===== src/rtl/ex_div_unit.sv =====
// Iterative 32-bit signed/unsigned restoring divider for the EX stage (DIV/DIVU).
// Result is {remainder, quotient}; stallreq_o freezes the pipeline while busy.
//
// state  | meaning
// IDLE   | waiting for start_i; operands sampled here
// BYZERO | divisor was zero; load the fixed divide-by-zero result
// ON     | one shift-subtract step per cycle, 32 steps
// END    | result valid; held until start_i drops
module ex_div_unit #(
  parameter int ITER_CNT = 32
) (
  input  logic        clk,
  input  logic        rst,
  input  logic        start_i,
  input  logic        signed_i,
  input  logic [31:0] opdata1_i,
  input  logic [31:0] opdata2_i,
  input  logic        annul_i,
  output logic [63:0] result_o,
  output logic        ready_o,
  output logic        stallreq_o
);

  typedef enum logic [1:0] {
    IDLE   = 2'd0,
    BYZERO = 2'd1,
    ON     = 2'd2,
    END    = 2'd3
  } state_t;

  state_t      state_q, state_d;
  logic [5:0]  cnt_q;
  logic [64:0] work_q;
  logic [31:0] dsor_q;
  logic        qneg_q, rneg_q;
  logic [63:0] res_q;

  logic [31:0] abs1, abs2;
  logic [64:0] shifted, step_w;
  logic [32:0] upper;
  logic [31:0] q_fix, r_fix;
  logic        last_step;

  assign abs1 = (signed_i && opdata1_i[31]) ? -opdata1_i : opdata1_i;
  assign abs2 = (signed_i && opdata2_i[31]) ? -opdata2_i : opdata2_i;

  // Restoring step: the remainder never exceeds the divisor, so bit 64 is
  // always clear before the shift and the left shift loses nothing.
  assign shifted = work_q << 1;
  assign upper   = shifted[64:32];
  assign step_w  = (upper >= {1'b0, dsor_q})
                   ? {upper - {1'b0, dsor_q}, shifted[31:1], 1'b1}
                   : shifted;

  assign q_fix     = qneg_q ? -step_w[31:0]  : step_w[31:0];
  assign r_fix     = rneg_q ? -step_w[63:32] : step_w[63:32];
  assign last_step = (cnt_q == 6'(ITER_CNT - 1));

  always_ff @(posedge clk) begin
    if (rst) state_q <= IDLE;
    else     state_q <= state_d;
  end

  always_comb begin
    state_d = state_q;
    if (annul_i) begin
      state_d = IDLE;
    end else begin
      case (state_q)
        IDLE:    if (start_i) state_d = (opdata2_i == 32'd0) ? BYZERO : ON;
        BYZERO:  state_d = END;
        ON:      if (last_step) state_d = END;
        END:     if (!start_i) state_d = IDLE;
        default: state_d = IDLE;
      endcase
    end
  end

  always_ff @(posedge clk) begin
    if (rst) begin
      cnt_q  <= 6'd0;
      work_q <= 65'd0;
      dsor_q <= 32'd0;
      qneg_q <= 1'b0;
      rneg_q <= 1'b0;
      res_q  <= 64'd0;
    end else if (annul_i) begin
      cnt_q <= 6'd0;
    end else begin
      case (state_q)
        IDLE: begin
          if (start_i) begin
            cnt_q  <= 6'd0;
            dsor_q <= abs2;
            qneg_q <= signed_i & (opdata1_i[31] ^ opdata2_i[31]);
            rneg_q <= signed_i & opdata1_i[31];
            // divide-by-zero keeps the dividend exactly as given
            work_q <= {33'd0, (opdata2_i == 32'd0) ? opdata1_i : abs1};
          end
        end
        BYZERO: res_q <= {work_q[31:0], 32'hFFFF_FFFF};
        ON: begin
          work_q <= step_w;
          cnt_q  <= cnt_q + 6'd1;
          if (last_step) res_q <= {r_fix, q_fix};
        end
        default: ;
      endcase
    end
  end

  assign ready_o    = (state_q == END);
  assign result_o   = ready_o ? res_q : 64'd0;
  assign stallreq_o = !annul_i &&
                      (((state_q == IDLE) && start_i) || (state_q == BYZERO) || (state_q == ON));

endmodule


===== config.mk =====
export PLATFORM = sky130hd
export DESIGN_NAME = ex_div_unit
export DESIGN_NICKNAME = d
export VERILOG_FILES = /design/src/rtl/ex_div_unit.sv
export SDC_FILE = /design/constraint.sdc
export NUM_CORES = 1
export LEC_CHECK = 0
export ABC_AREA = 0
export CORE_AREA = 2 2 161 163
export CTS_BUF_LIST = sky130_fd_sc_hd__clkbuf_8
export DETAILED_ROUTE_END_ITERATION = 10
export DIE_AREA = 0 0 163 165
export PLACE_DENSITY = 0.74
export SLEW_MARGIN = 20
export SYNTH_ARGS = -nofsm -noshare
export SYNTH_HDL_FRONTEND = slang
export SYNTH_SLANG_ARGS = --single-unit

===== constraint.sdc =====
create_clock -name clk -period 9.3 [get_ports clk]
set_clock_uncertainty 0.1 [all_clocks]
set_input_delay 1.86 -clock clk [delete_from_list [all_inputs] [get_ports clk]]
set_output_delay 1.86 -clock clk [all_outputs]
set_load 0.005 [all_outputs]

==> run_results.csv <==
group,metric,value,unit
setup_path,reg2reg_from,"dsor_q[4]",
final_layout,fin_nets,1819,
floorplanning,dieArea,0.0269,mm²
setup_path,slowest_delay,0.67,ns
route,wirelength,35300,µm
synth,synth_seq_area_share,27.4,%
synth,synth_warnings,0,
setup_path,cp_max_fo,40,
run,drv_cap,0,
final_layout,area_delta_synth_final,13.7,%
power_and_ir_drop,power.density,136,mW/mm²
route,num_vias,12103,
status,status,"finished, final reports clean",
floorplanning,dieWidth,163,µm
route,wl_met3,1980,µm
setup_path,critical-path-slowest-cell,"a2111oi_4",
worst_hold_path,min_path_cells,2,
cts,numCtsBuffers,17,
power_and_ir_drop,peakVddDrop,83.2,µV
setup_path,worstPathArrival,5.87,ns
timing,setup_ws,3.65,ns
timing,rsz0062_at_grt,"false",
setup_path,critPathTopFamily,"compound AO/OA/AOI/OAI gates",
setup_path,critPathBufInv,1,
cts,cts_resized,0,
synth,synth-edff-count,0,
setup_path,reg2reg_slack,3.65,ns
setup_path,start_kind,"flip-flop",
timing,final_max_slew_viol_count,0,
floorplanning,initial_core_util,49.7,%
timing,report.final.hold_viol_count,0,
final_layout,n_antenna_cell,0,
synth,synth_flop_cell,"dfxtp_1",
cts,root_buffer,"clkbuf_8",
timing,whs,0.356,ns
setup_path,criticalPathCategory,"reg -> reg",
cts,cts_tree,"built",
route,initialDrtViolationCount,932,
route,ant_nets,0,
synth,synthesis.area,0.0124,mm²
setup_path,r2r-end,"res_q[62]",
global_route,grt_start_max_net_pins,94,
place,dp_slack,3.31,ns
setup_path,cp_data_required_time,9.52,ns
worst_hold_path,hold-path-endpoint,"dsor_q[18]",
route,topRoutingLayerUsed,"met4",
place,dp_hpwl,26000,µm
floorplanning,ioPinCount,135,
synth,postSynthCellCount,1667,
timing,worst_pin_slew,1.05,ns
setup_path,rr_worst_depth,16,
synth,async_flop_share,0,%
route,wl_met2,16000,µm
timing,slew_headroom,30.2,%
worst_hold_path,hp-class,"reg -> reg",
route,drt-pass1-iter-count,5,
synth,synth-seq-cells,170,
place,numPortBuffers,134,
cts,hold_buffers,0,
global_route,grt-ovfl-total,0,
setup_path,worst_path_most_repeated_cell,"mux2i_1",
final_layout,drive_gt1_share,5.23,%
floorplanning,core_area,0.0250,mm²
timing,fin_crit_sh,60.7,%
global_route,track_usage,26.4,%
setup_path,endpoint_kind,"flip-flop",
timing,setup-violations-final,0,
timing,fin_tns_setup,0,ns
final_layout,layout_common_cells,"nand2_1 (195), nor2_1 (195), dfxtp_1 (169)",
timing,finalCriticalPeriod,5.65,ns
cts,clk_pin_slew,0.11,ns
synth,ys_types,90,
floorplanning,chipHeight,165,µm
setup_path,worstPathCellList,"inv_1 -> ha_1 -> o2111ai_4 -> a2111oi_4 -> o2111ai_4 -> nand3_4 -> mux2i_1 -> ha_1 -> nand2_1 -> nor4bb_1 -> mux2i_1 -> a211o_1 -> or4_1 -> nor3_1 -> mux2i_1 -> a31oi_1",
route,vias_per_cell,5.90,
cts,cts_buffer_depth,2,
route,wl_per_cell,17.2,µm
cts,clkLatencyLatePin,0.48,ns
place,gp_congestion,0.897,
synth,syn-num-nets,1778,
floorplanning,rows,58,
synth,avgSynthCellArea,7.46,µm²
power_and_ir_drop,p_leak,5.15,nW
worst_hold_path,worst_hold_startpoint,"dsor_q[18]",
global_route,grt_pass1_vias,11042,
timing,max_freq,0.177,GHz
cts,post_cts_buffers,0,
global_route,antenna_found_initial,0,
final_layout,final_util,56.5,%
route,drt-met1-wl,16200,µm
route,drc_errors,0,
global_route,grt_pass1_wl,57400,µm
cts,cts.sinks,170,
final_layout,fillerInstances,2400,
cts,htree_num_levels,4,
==> through the flow <==
step	cells	total power [mW]	instance area [µm²]
finish	2051	1.92	14100
global placement	2019	1.37	13700
CTS	2051	1.92	14100
detailed placement	2019	1.38	13700
floorplan	1667	1.22	12400
global route	2051	2.02	14100
==> logic make-up (layout without fill, tap and decap cells) <==
group	Yosys count	in the layout	share of synthesized area (%)
compound gates	476	476	26.2
fa+ha+maj	42	42	4.29
xor+xnor	129	129	9.09
buf+inv	175	229	5.92
flops	170	170	27.4
mux	27	27	2.20
simple gates	648	648	24.9
==> state kept, by name, indices dropped and copies added, names as in the netlist <==
register  flops
work_q       64
dsor_q       32
cnt_q         6
state_q       2
res_q        64
qneg_q        1
rneg_q        1
==> cell type report <==
class,instances,area [µm²],area share (%)
inverters,55,209,1.48
repair buffers,142,1400,9.89
well taps,330,413,2.92
multi-input cells,1322,8320,58.8
clock buffers,17,234,1.65
flip-flops and latches,170,3400,24.1
clock inverters,15,165,1.17
==> power breakdown <==
group,switching (mW),internal (mW),total [mW]
clock network,0.308,0.245,0.553
registers,0.0443,0.771,0.815
logic,0.345,0.209,0.554
==> Yosys cell counts, types with 13 or more instances <==
master	number	area, µm²
nor2_1	198	743
nand2_1	195	732
dfxtp_1	170	3400
a21oi_1	121	606
clkbuf_1	102	383
o21ai_0	97	485
xor2_1	84	736
a211oi_1	78	586
and2_1	72	450
inv_1	54	203
xnor2_1	45	394
ha_1	41	513
nor3_1	33	165
o31ai_1	31	233
or3_1	25	156
mux2i_1	24	240
nand3_1	24	120
a22oi_1	20	150
nand4_1	16	100
and3_1	15	93.8
nor4_1	13	81.3
o211ai_1	13	97.6
o41ai_1	13	114
or4_1	13	97.6
==> worst max path at each step <==
stage	start	to	slack (ns)	cells after the start
finish	dsor_q[4]	res_q[62]	3.65	16
global route	dsor_q[4]	res_q[62]	3.29	16
CTS	dsor_q[4]	res_q[62]	3.76	16
detailed placement	opdata2_i[6]	work_q[26]	3.31	12
global placement	opdata2_i[6]	work_q[30]	3.34	12
floorplan	opdata2_i[6]	work_q[17]	4.39	13
==> routing by layer <==
| layer | vias to the layer above | global-route usage (%) |
|---|---|---|
| li1 | 6020 | - |
| met1 | 5622 | 35.2 |
| met2 | 390 | 43.8 |
| met3 | 71 | 3.06 |
| met4 | 0 | 10.3 |
| met5 | - | 0 |
==> worst min-delay path, cell delays in order, from the launching register on <==
cell and delay [ns]:
dfxtp_1 0.32, nand2_1 0.05, a21oi_1 0.05
Power figures use the tool's default switching activity.
